**src/rtl/mul_pkg.sv**
```systemverilog
// ---------------------------------------------------------------------------
// mul_pkg
//   Shared definitions for the iterative carry-save multiplier (csa_mul_seq).
//   - WIDTH_DEF : default operand width (product is 2*WIDTH_DEF)
//   - state_t   : sequencer states
//   - maj3      : 3-input majority, the carry function of a full adder
// ---------------------------------------------------------------------------
package mul_pkg;

  localparam int WIDTH_DEF = 32;

  typedef enum logic [1:0] {
    IDLE    = 2'd0,
    ITER    = 2'd1,
    RESOLVE = 2'd2,
    DONE    = 2'd3
  } state_t;

  function automatic logic maj3(input logic a, input logic b, input logic c);
    return (a & b) | (a & c) | (b & c);
  endfunction

endpackage : mul_pkg

```
**src/rtl/csa_row.sv**
```systemverilog
// ---------------------------------------------------------------------------
// csa1bit
//   One carry-save cell: compresses three bits into a sum bit and a carry
//   bit of the next higher weight.
//   Ports: x, y, z (in) ; cout, sum (out)
//
// csa_row
//   N parallel csa1bit cells. Purely combinational: the caller owns all state
//   and is responsible for shifting cout left by one before reuse.
//   Ports: x, y, z [N-1:0] (in) ; cout, sum [N-1:0] (out)
// ---------------------------------------------------------------------------
module csa1bit
  import mul_pkg::*;
(
  input  logic x,
  input  logic y,
  input  logic z,
  output logic cout,
  output logic sum
);

  assign sum  = x ^ y ^ z;
  assign cout = maj3(x, y, z);

endmodule : csa1bit

module csa_row #(
  parameter int N = 2 * mul_pkg::WIDTH_DEF
) (
  input  logic [N-1:0] x,
  input  logic [N-1:0] y,
  input  logic [N-1:0] z,
  output logic [N-1:0] cout,
  output logic [N-1:0] sum
);

  for (genvar i = 0; i < N; i++) begin : g_cell
    csa1bit u_cell (
      .x    (x[i]),
      .y    (y[i]),
      .z    (z[i]),
      .cout (cout[i]),
      .sum  (sum[i])
    );
  end

endmodule : csa_row

```
**src/rtl/csa_mul_seq.sv**
```systemverilog
// ---------------------------------------------------------------------------
// csa_mul_seq
//   Iterative multiply sequencer for MULT / MULTU. Operands are converted to
//   magnitudes, one partial product per cycle is folded into a 2*WIDTH
//   carry-save accumulator (sum/carry), a single carry-propagate add resolves
//   the accumulator, and the sign is reapplied before {hi,lo} is registered.
//
//   Ports:
//     clk        rising-edge clock
//     rst_n      synchronous active-low reset
//     start      request, sampled only in IDLE
//     is_signed  1 = MULT, 0 = MULTU (latched with start)
//     op_a       multiplicand (latched with start)
//     op_b       multiplier   (latched with start)
//     abort      pipeline flush; cancels an operation in ITER / RESOLVE
//     busy       high in ITER and RESOLVE
//     done       one-cycle pulse, hi/lo valid
//     hi, lo     upper / lower product word
//
//   Build option:
//     MUL_EARLY_TERM_EN  when defined, ITER exits to RESOLVE as soon as no
//                        multiplier bit at or above the current index is set.
//                        Undefined: fixed WIDTH+1 cycle latency.
// ---------------------------------------------------------------------------
module csa_mul_seq
  import mul_pkg::*;
#(
  parameter int WIDTH = WIDTH_DEF,
  parameter int CNT_W = $clog2(WIDTH) + 1
) (
  input  logic             clk,
  input  logic             rst_n,
  input  logic             start,
  input  logic             is_signed,
  input  logic [WIDTH-1:0] op_a,
  input  logic [WIDTH-1:0] op_b,
  input  logic             abort,
  output logic             busy,
  output logic             done,
  output logic [WIDTH-1:0] hi,
  output logic [WIDTH-1:0] lo
);

  localparam int PW = 2 * WIDTH;

  state_t state, state_nxt;

  logic [WIDTH-1:0] mcand;
  logic [WIDTH-1:0] mplier;
  logic             neg;
  logic [PW-1:0]    sum_q;
  logic [PW-1:0]    carry_q;
  logic [CNT_W-1:0] cnt;

  logic [WIDTH-1:0] mag_a, mag_b;
  logic             mplier_bit;
  logic             last_iter;
  logic             rest_zero;
  logic [PW-1:0]    pp;
  logic [PW-1:0]    row_sum, row_cout;
  logic [PW-1:0]    prod_mag, prod;

  // -------------------------------------------------------------------------
  // Operand magnitudes. For the most negative value the two's-complement
  // negation wraps back to itself, which read as unsigned is the correct
  // magnitude (2^(WIDTH-1)), so no extra bit is needed.
  // -------------------------------------------------------------------------
  assign mag_a = (is_signed && op_a[WIDTH-1]) ? -op_a : op_a;
  assign mag_b = (is_signed && op_b[WIDTH-1]) ? -op_b : op_b;

  // -------------------------------------------------------------------------
  // Partial product for the current iteration and the carry-save row.
  // -------------------------------------------------------------------------
  assign mplier_bit = mplier[cnt[CNT_W-2:0]];
  assign pp         = mplier_bit ? ({{WIDTH{1'b0}}, mcand} << cnt) : '0;
  assign last_iter  = (cnt == CNT_W'(WIDTH - 1));

`ifdef MUL_EARLY_TERM_EN
  // Nothing left to accumulate once every remaining multiplier bit is zero.
  // Leaving now is exact: the accumulator already holds the full product.
  assign rest_zero = ((mplier >> cnt) == '0);
`else
  assign rest_zero = 1'b0;
`endif

  csa_row #(.N(PW)) u_row (
    .x    (sum_q),
    .y    (carry_q),
    .z    (pp),
    .cout (row_cout),
    .sum  (row_sum)
  );

  // Single carry-propagate add, then reapply the sign (mod 2^PW).
  assign prod_mag = sum_q + carry_q;
  assign prod     = neg ? -prod_mag : prod_mag;

  // -------------------------------------------------------------------------
  // FSM: state register.
  // -------------------------------------------------------------------------
  // NOTE: clocked state uses non-blocking assignments so every register
  // samples the pre-edge values of the others; blocking here would create
  // order-dependent simulation races.
  always_ff @(posedge clk) begin
    if (!rst_n) state <= IDLE;
    else        state <= state_nxt;
  end

  // -------------------------------------------------------------------------
  // FSM: next-state logic. Abort outranks everything in ITER / RESOLVE and
  // also blocks a same-cycle start in IDLE.
  // -------------------------------------------------------------------------
  always_comb begin
    // NOTE: default first so every path assigns state_nxt; a missing branch
    // would otherwise infer a latch.
    state_nxt = state;
    case (state)
      IDLE: begin
        if (start && !abort) state_nxt = ITER;
      end
      ITER: begin
        if (abort)                       state_nxt = IDLE;
        else if (last_iter || rest_zero) state_nxt = RESOLVE;
      end
      RESOLVE: begin
        if (abort) state_nxt = IDLE;
        else       state_nxt = DONE;
      end
      DONE: begin
        state_nxt = IDLE;
      end
      default: state_nxt = IDLE;
    endcase
  end

  // -------------------------------------------------------------------------
  // Datapath registers. Operand/accumulator state is only meaningful between
  // a start and the following RESOLVE; an abort simply abandons it and the
  // next start reinitialises everything.
  // -------------------------------------------------------------------------
  always_ff @(posedge clk) begin
    if (!rst_n) begin
      mcand   <= '0;
      mplier  <= '0;
      neg     <= 1'b0;
      sum_q   <= '0;
      carry_q <= '0;
      cnt     <= '0;
      hi      <= '0;
      lo      <= '0;
    end else begin
      case (state)
        IDLE: begin
          if (start && !abort) begin
            mcand   <= mag_a;
            mplier  <= mag_b;
            neg     <= is_signed & (op_a[WIDTH-1] ^ op_b[WIDTH-1]);
            sum_q   <= '0;
            carry_q <= '0;
            cnt     <= '0;
          end
        end
        ITER: begin
          sum_q   <= row_sum;
          // Carries carry the next higher weight; the top one falls off,
          // which is harmless because the true product fits in PW bits.
          carry_q <= {row_cout[PW-2:0], 1'b0};
          cnt     <= cnt + CNT_W'(1);
        end
        RESOLVE: begin
          if (!abort) {hi, lo} <= prod;
        end
        default: ;
      endcase
    end
  end

  assign busy = (state == ITER) || (state == RESOLVE);
  assign done = (state == DONE);

endmodule : csa_mul_seq

```
**config.mk**
```make
export PLATFORM = sky130hd
export DESIGN_NAME = csa_mul_seq
export DESIGN_NICKNAME = d
export VERILOG_FILES = /design/src/rtl/mul_pkg.sv /design/src/rtl/csa_row.sv /design/src/rtl/csa_mul_seq.sv
export SDC_FILE = /design/constraint.sdc
export NUM_CORES = 1
export LEC_CHECK = 0
export ABC_AREA = 1
export CORE_UTILIZATION = 56
export CTS_CLUSTER_SIZE = 8
export DETAILED_ROUTE_END_ITERATION = 7
export HOLD_SLACK_MARGIN = 0.12
export PLACE_DENSITY = 0.8
export SYNTH_ARGS = -nofsm -noshare
export SYNTH_HDL_FRONTEND = slang
export SYNTH_SLANG_ARGS = --single-unit
```
**constraint.sdc**
```tcl
create_clock -name clk -period 2.9 [get_ports clk]
set_input_delay 0.58 -clock clk [delete_from_list [all_inputs] [get_ports clk]]
set_output_delay 0.58 -clock clk [all_outputs]
set_load 0.05 [all_outputs]
```
==> reports/qor_table.md, run 1 <==
| Item | Value | Unit |
|:---|:---|:---|
| Clk buf depth | 3 | - |
| RePlAce Congestion | 1.04 | - |
| CP Max Fanout | 4 | - |
| Pin count of the biggest net entering global routing | 97 | - |
| Pins over their slew limit | 0 | - |
| Fraction of layout instances using a drive strength above 1 | 26.6 | % |
| Max-cap check violation count | 0 | - |
| Commonest non-fill, non-tap cells in the layout | sky130_fd_sc_hd__nand2_1 (993), sky130_fd_sc_hd__inv_1 (623), sky130_fd_sc_hd__buf_4 (452) | - |
| Core footprint | 0.0408 | mm2 |
| Required arrival time at the worst endpoint | 3.36 | ns |
| Initial Util | 56.7 | % |
| Overall Global Routing Usage | 36.1 | % |
| Most used cell, CP | sky130_fd_sc_hd__nand2_1 | - |
| Total number of clock tree sinks | 264 | - |
| CTS tree | built | - |
| Warnings, synthesis | 0 | - |
| Biggest area contributors in the synthesized netlist | sky130_fd_sc_hd__dfxtp_1 (23%), sky130_fd_sc_hd__nand2_1 (19%), sky130_fd_sc_hd__inv_1 (10%), sky130_fd_sc_hd__nor2_1 (7.2%), sky130_fd_sc_hd__fa_1 (5.4%) | - |
| Ordered cell list for the critical path | ha_4 -> nand2_2 -> nor2_2 -> nand3_1 -> nand3_4 -> nand2_2 -> inv_1 -> nor2_1 -> nand2_1 -> nand2_1 -> nor2_2 -> nand2_1 -> nor2_2 -> nand3_2 -> nor2_4 -> nand2_2 -> nand3_2 -> nand2_1 -> nor2_1 -> nor2_1 | - |
| Number of non-filler instances in the completed layout | 4970 | - |
| Worst Setup Slack, final | -0.215 | ns |
| Number of enable flip-flop cells after synthesis | 0 | - |
| Hold Violations, Final | 0 | - |
| Startpoint Class | flop | - |
| Start point of the critical path | carry_q[7]$_SDFFE_PN0P_ | - |
| Delay of the slowest cell on the worst path | 0.33 | ns |
| Sequential cell area in the final layout | 0.00537 | mm2 |
| DRC violation count after routing | 0 | - |
| Worst r2r path cells | 20 | - |
| Largest family of logic cells by synthesized area | simple AND/OR/NAND/NOR gates | - |
| Fmax | 0.321 | GHz |
| Violations in the final reports | setup timing | - |
| Gate count of the mapped netlist | 3924 | - |
| Detailed-routing iteration count for the pre-antenna-repair pass | 6 | - |
| Type of element capturing the critical path | flop | - |
| Final setup skew | 0.0224 | ns |
| Number of DRC violations after detailed-routing iteration 0 | 3110 | - |
| Unrepaired setup endpoints after global routing | true | - |
| Relative slew margins | 44.9 | % |
| Die extent in x | 205 | um |
| Number of global-route vias before repair | 25200 | - |
| CTS H-tree lvls | 2 | - |
| Number of failing setup endpoints in the final timing report | 30 | - |
| Worst-Margin Slew | 0.827 | ns |
| Area share of xor/xnor cells in the synthesized design | 2.46 | % |
| Worst hold stages | 2 | - |
| Y dimension of the die | 205 | um |
| CP Class | reg2reg | - |
| Antenna violations before repair | 0 | - |
| Area of the multi-input gates | 0.0174 | mm2 |
| Top Family by Delay on Critical Path | simple AND/OR/NAND/NOR gates | - |
| Post-synthesis instance area | 0.0232 | mm2 |
| HPWL after detailed placement | 58.1 | mm |
| Worst path buffer plus inverter count | 1 | - |
| Number of register bits inferred by synthesis | 264 | - |
| Number of inserted diodes | 0 | - |
| Fill count | 2741 | - |
| Hold WC Path Type | reg2reg | - |
| Die area | 0.0422 | mm2 |
| Summed area of non-filler cells in the final layout | 0.0321 | mm2 |
| Commonest non-fill, non-tap cell in the layout | sky130_fd_sc_hd__nand2_1 | - |
| Static leakage | 15.4 | nW |
| Minimum clock period after layout | 3.12 | ns |
| Layout Nets | 4638 | - |
| Post-detailed-route wirelength per cell | 17.6 | um |
| Peak ir drop on the vdd network | 438 | uV |
| Count of standard-cell rows | 74 | - |
| Boundary pin count | 135 | - |
| Post-placement worst setup slack | -0.187 | ns |
| Most used DFF post-synth | sky130_fd_sc_hd__dfxtp_1 | - |
| Buffers added on ports | 134 | - |
| Min Hold Slack | 0.463 | ns |
| Arrival time reported for the critical path endpoint | 3.57 | ns |
| First-pass GRT wire length | 122 | mm |
| Root buffer cell | sky130_fd_sc_hd__clkbuf_16 | - |
| Multiplexer fraction of the synthesized cell area | 0.994 | % |
| Via count of the routed design | 28500 | - |
| Status | finished, violations left | - |
| DRT antenna net count | 0 | - |
| Share of synthesized cell area in full adder, half adder and majority cells | 9.33 | % |
| Share of synthesized area occupied by flip-flops and latches | 22.8 | % |
| Ys async rst share | 0 | % |
| Cell type with the highest aggregate area in the netlist | sky130_fd_sc_hd__dfxtp_1 | - |
| Synthesized-area fraction occupied by ao, oa, aoi and oai cells | 15.9 | % |
| Total clock buffers created by CTS | 39 | - |
| Setup TNS Final | -2.90 | ns |
| Fraction of the cycle the final worst path needs | 107 | % |
| Cell with the biggest individual delay on the critical path | sky130_fd_sc_hd__dfxtp_2 | - |
| Routed Wire Length | 87.3 | mm |
| Power density over the cells | 450 | mW/mm2 |
| Avg Synthesized Cell Area | 5.90 | um2 |
| Placed Cells | 4889 | - |
| CTS Hold Bufs | 0 | - |
| Hold path startpoint | mplier[0]$_SDFFE_PN0P_ | - |
| Clock-pin slew on the worst setup and hold paths | 0.05 | ns |
| Path length in cells of the critical path | 20 | - |
| Total gr overflow | 0 | - |
| Worst flop-to-flop path startpoint | carry_q[7]$_SDFFE_PN0P_ | - |
| Post-synth top area share | 22.8 | % |
| Layout Area Growth over Synthesis | 38.7 | % |
| Cell area after placement | 0.0281 | mm2 |
| Vias per cell | 5.73 | - |
| Syn nets | 4128 | - |
| Clock latency reported for the late side of the worst-skew pair | 0.59 | ns |
| Synth unique cells | 53 | - |
| Basic-gate share of the synthesized area counting and, or, nand and nor cells | 35.5 | % |
## kinds of logic after synthesis
kind of cell | count (synthesis)
buffers and inverters | 798
multiplexers | 23
flip-flops | 264
XOR/XNOR | 65
AO/OA/AOI/OAI | 658
adder cells (fa/ha/maj) | 135
AND/OR/NAND/NOR | 1981
## timing repair
item,4_1_cts,5_1_grt
hold endpoints to repair,0,0
setup endpoints to repair,47,130
gates resized for setup,93,663
gates cloned,0,2
setup buffers,1,33
pin swaps,14,160
## layer usage
layer  track usage (%)  routed length [um]  vias up  part of all wire, %
met5                 0                   0        -                    0
met4              22.2                6970        0                  8.0
li1                  -                   -    13400                    -
met3              4.15                7290      498                  8.4
met2              60.7               40300     1698                   46
met1              44.0               32800    12900                   38
## worst paths after layout
| kind | end | slack, ns |
|---|---|---|
| worst max-delay path | hi[18]$_SDFFE_PN0P_ | -0.22 |
| worst min-delay path | mplier[0]$_SDFFE_PN0P_ | 0.46 |
| worst max register to register | hi[18]$_SDFFE_PN0P_ | -0.22 |
| worst min register to register | mplier[0]$_SDFFE_PN0P_ | 0.46 |
## tightest hold or removal path: cells and delay by family, from the launching register on
kind            cells  cell delay [ns]
flops               1             0.29
compound gates      1             0.06
buf+inv             1             0.06
## power by group
group          switching [mW]  leakage [nW]  internal [mW]
combinational            3.84          12.7           2.24
sequential              0.225          2.17           4.01
clock                    1.73         0.512           2.42
total                    5.80          15.4           8.67
## Yosys cell counts (9+ instances only)
cell type	n
sky130_fd_sc_hd__nand2_1	1176
sky130_fd_sc_hd__inv_1	643
sky130_fd_sc_hd__nor2_1	442
sky130_fd_sc_hd__dfxtp_1	264
sky130_fd_sc_hd__o21ai_0	233
sky130_fd_sc_hd__a21oi_1	216
sky130_fd_sc_hd__nand3_1	173
sky130_fd_sc_hd__clkbuf_1	123
sky130_fd_sc_hd__o22ai_1	94
sky130_fd_sc_hd__ha_1	72
sky130_fd_sc_hd__fa_1	63
sky130_fd_sc_hd__nand2_2	47
sky130_fd_sc_hd__nor3_1	41
sky130_fd_sc_hd__xor2_1	38
sky130_fd_sc_hd__o221ai_1	29
sky130_fd_sc_hd__xnor2_1	27
sky130_fd_sc_hd__mux2i_1	23
sky130_fd_sc_hd__nand4_1	21
sky130_fd_sc_hd__nor2_2	20
sky130_fd_sc_hd__o211ai_1	19
sky130_fd_sc_hd__o21ai_1	17
sky130_fd_sc_hd__a31oi_1	15
sky130_fd_sc_hd__nand3b_1	13
sky130_fd_sc_hd__buf_1	12
sky130_fd_sc_hd__nand3_2	12
sky130_fd_sc_hd__o21bai_1	9
## sequential cells by signal, indices dropped and copies added, names as in the netlist
register and count:
mcand 32, sum_q 64, hi 32, cnt 6, carry_q 63, mplier 32
lo 32, neg 1, state 2
## stage by stage
step	power, mW	util (%)
detailed placement	9.58	68.9
floorplan	7.55	-
finish	14.5	78.7
CTS	13.8	72.4
global placement	9.50	68.9
global route	15.1	78.7
## area by class of cell
class                      instances  share of cell area, %
timing repair buffer             610                   16.1
inverter                         657                   7.72
tap                              532                   2.07
sequential                       264                   16.7
clock buffer                      41                   3.09
multi-input combinational       2862                   54.2
clock inverter                     4                  0.195
Note: power is estimated with default switching activity, not from simulation.
==> inputs of run 2 (changes only) <==
--- a/config.mk
+++ b/config.mk
@@ -6,6 +6,8 @@
 export NUM_CORES = 1
 export LEC_CHECK = 0
 export ABC_AREA = 1
+export CAP_MARGIN = 20
+export CORE_MARGIN = 2
 export CORE_UTILIZATION = 56
 export CTS_CLUSTER_SIZE = 8
 export DETAILED_ROUTE_END_ITERATION = 7
==> reports/qor_table.md, run 2 (synthesis gave the netlist of run 1 again) <==
| Item | Value | Unit | Change |
|:---|:---|:---|:---|
| Die area | 0.0430 | mm2 | was 0.0422 mm2 |
| Setup TNS Final | -1.38 | ns | was -2.90 ns |
| Fraction of the cycle the final worst path needs | 105 | % | was 107% |
| Layout Nets | 4636 | - | was 4638 |
| Y dimension of the die | 207 | um | was 205 um |
| Number of inserted diodes | 0 | - | unchanged |
| Max-cap check violation count | 0 | - | unchanged |
| Unrepaired setup endpoints after global routing | true | - | unchanged |
| Final setup skew | 0.0138 | ns | was 0.0224 ns |
| Commonest non-fill, non-tap cell in the layout | sky130_fd_sc_hd__nand2_1 | - | unchanged |
| Commonest non-fill, non-tap cells in the layout | sky130_fd_sc_hd__nand2_1 (1051), sky130_fd_sc_hd__inv_1 (631), sky130_fd_sc_hd__buf_4 (447) | - | was sky130_fd_sc_hd__nand2_1 (993), sky130_fd_sc_hd__inv_1 (623), sky130_fd_sc_hd__buf_4 (452) |
| Number of failing setup endpoints in the final timing report | 24 | - | was 30 |
| First-pass GRT wire length | 122 | mm | about the same |
| Buffers added on ports | 134 | - | unchanged |
| Fmax | 0.329 | GHz | was 0.321 GHz |
| Detailed-routing iteration count for the pre-antenna-repair pass | 6 | - | unchanged |
| CTS Hold Bufs | 0 | - | unchanged |
| Clock-pin slew on the worst setup and hold paths | 0.05 | ns | about the same |
| Fraction of layout instances using a drive strength above 1 | 23.7 | % | was 26.6% |
| Core footprint | 0.0408 | mm2 | unchanged |
| Worst Setup Slack, final | -0.143 | ns | was -0.215 ns |
| Via count of the routed design | 27500 | - | was 28500 |
| Power density over the cells | 453 | mW/mm2 | was 450 mW/mm2 |
| CTS tree | built | - | unchanged |
| Min Hold Slack | 0.474 | ns | was 0.463 ns |
| Hold Violations, Final | 0 | - | unchanged |
| Vias per cell | 5.53 | - | was 5.73 |
| CP Max Fanout | 3 | - | was 4 |
| Die extent in x | 207 | um | was 205 um |
| Clock latency reported for the late side of the worst-skew pair | 0.59 | ns | about the same |
| Root buffer cell | sky130_fd_sc_hd__clkbuf_16 | - | unchanged |
| Count of standard-cell rows | 74 | - | unchanged |
| Hold WC Path Type | reg2reg | - | unchanged |
| Arrival time reported for the critical path endpoint | 3.51 | ns | was 3.57 ns |
| Clk buf depth | 3 | - | unchanged |
| Routed Wire Length | 82.5 | mm | was 87.3 mm |
| Antenna violations before repair | 0 | - | unchanged |
| Total clock buffers created by CTS | 39 | - | unchanged |
| Post-detailed-route wirelength per cell | 16.6 | um | was 17.6 um |
| Summed area of non-filler cells in the final layout | 0.0316 | mm2 | was 0.0321 mm2 |
| Number of flip-flops under the largest register name | 64 | - | unchanged |
| Layout Area Growth over Synthesis | 36.5 | % | was 38.7% |
| Number of global-route vias before repair | 25100 | - | was 25200 |
| CTS H-tree lvls | 2 | - | unchanged |
| Static leakage | 15.2 | nW | was 15.4 nW |
| Largest Register | sum_q | - | unchanged |
| Worst-Margin Slew | 0.763 | ns | was 0.827 ns |
| Boundary pin count | 135 | - | unchanged |
| Violations in the final reports | setup timing | - | unchanged |
| Number of non-filler instances in the completed layout | 4969 | - | was 4970 |
| Registers with the most flip-flops | sum_q (64), carry_q (63) | - | unchanged |
| Overall Global Routing Usage | 34.5 | % | was 36.1% |
| Placed Cells | 4896 | - | was 4889 |
| Total number of clock tree sinks | 264 | - | unchanged |
| Number of DRC violations after detailed-routing iteration 0 | 2594 | - | was 3110 |
| Total power draw | 14.3 | mW | was 14.5 mW |
| RePlAce Congestion | 1.01 | - | was 1.04 |
| Relative slew margins | 49.2 | % | was 44.9% |
| HPWL after detailed placement | 58.7 | mm | was 58.1 mm |
| Minimum clock period after layout | 3.04 | ns | was 3.12 ns |
| Status | finished, violations left | - | unchanged |
| DRC violation count after routing | 0 | - | unchanged |
| DRT antenna net count | 0 | - | unchanged |
| Initial Util | 56.7 | % | unchanged |
| Total gr overflow | 0 | - | unchanged |
| Peak ir drop on the vdd network | 591 | uV | was 438 uV |
| Cell area after placement | 0.0282 | mm2 | was 0.0281 mm2 |
| CP Class | reg2reg | - | unchanged |
| Startpoint Class | flop | - | unchanged |
| Pin count of the biggest net entering global routing | 99 | - | was 97 |
| Type of element capturing the critical path | flop | - | unchanged |
| Required arrival time at the worst endpoint | 3.37 | ns | was 3.36 ns |
| Pins over their slew limit | 0 | - | unchanged |
==> run 2: what timing repair did <==
action                                  4_1_cts  5_1_grt
setup buffers                                 1       24
endpoints found under the setup margin       46      144
cloned                                        0        2
gates resized for setup                     119      475
pin swaps                                    17       75
==> run 2: layout make-up <==
| class | instances | area, um2 |
|---|---|---|
| sequential | 264 | 5330 |
| inverter | 657 | 2480 |
| clock buffer | 41 | 983 |
| fill | 3038 | 9200 |
| tap | 532 | 666 |
| timing repair buffer | 608 | 5180 |
| clock inverter | 5 | 90.1 |
| multi-input combinational | 2862 | 16900 |
==> run 2: critical path: stages (launching register included) <==
cell and delay (ns):
sky130_fd_sc_hd__dfxtp_2 0.35, sky130_fd_sc_hd__ha_4 0.14, sky130_fd_sc_hd__fa_2 0.48, sky130_fd_sc_hd__nor2_2 0.11, sky130_fd_sc_hd__nand2_1 0.10, sky130_fd_sc_hd__nor2_2 0.19
sky130_fd_sc_hd__nand3_4 0.11, sky130_fd_sc_hd__nor2_4 0.12, sky130_fd_sc_hd__nand3_1 0.12, sky130_fd_sc_hd__nor2_2 0.18, sky130_fd_sc_hd__buf_4 0.13, sky130_fd_sc_hd__nand3_2 0.09
sky130_fd_sc_hd__nor2_4 0.16, sky130_fd_sc_hd__nand2_4 0.10, sky130_fd_sc_hd__o21ai_2 0.16, sky130_fd_sc_hd__nand2_1 0.09, sky130_fd_sc_hd__nand2_1 0.07, sky130_fd_sc_hd__nand2_1 0.06
sky130_fd_sc_hd__o21ai_2 0.12, sky130_fd_sc_hd__inv_1 0.04
==> run 2: path summary, 6_finish.rpt <==
path | slack [ns] | depth (start not counted) | from | to
setup / recovery | -0.14 | 19 | sum_q[1]$_SDFFE_PN0P_ | hi[15]$_SDFFE_PN0P_
hold / removal | 0.47 | 2 | mcand[31]$_SDFFE_PN0P_ | mcand[31]$_SDFFE_PN0P_
setup reg to reg | -0.14 | 19 | sum_q[1]$_SDFFE_PN0P_ | hi[15]$_SDFFE_PN0P_
hold reg to reg | 0.47 | 2 | mcand[31]$_SDFFE_PN0P_ | mcand[31]$_SDFFE_PN0P_
==> run 2: metal layers <==
metal	up-vias	track usage (%)	part of all wire [%]	wire, um
li1	13400	-	-	-
met1	12400	42.9	39	31900
met2	1377	58.2	47	38800
met3	350	4.57	7.6	6300
met4	0	18.4	6.6	5440
met5	-	0	0	0
==> run 2: report_power, final <==
| group | switching, mW | internal (mW) |
|---|---|---|
| Combinational | 3.71 | 2.21 |
| Sequential | 0.225 | 4.01 |
| Clock | 1.75 | 2.41 |
| Total | 5.68 | 8.64 |
==> run 2: through the flow <==
step	setup WS, ns	util (%)
6_report	-0.143	77.5
5_1_grt	-0.287	77.5
4_1_cts	-0.0156	72.8
3_5_place_dp	-0.227	69.1
3_3_place_gp	-0.216	69.1
2_1_floorplan	0.175	-
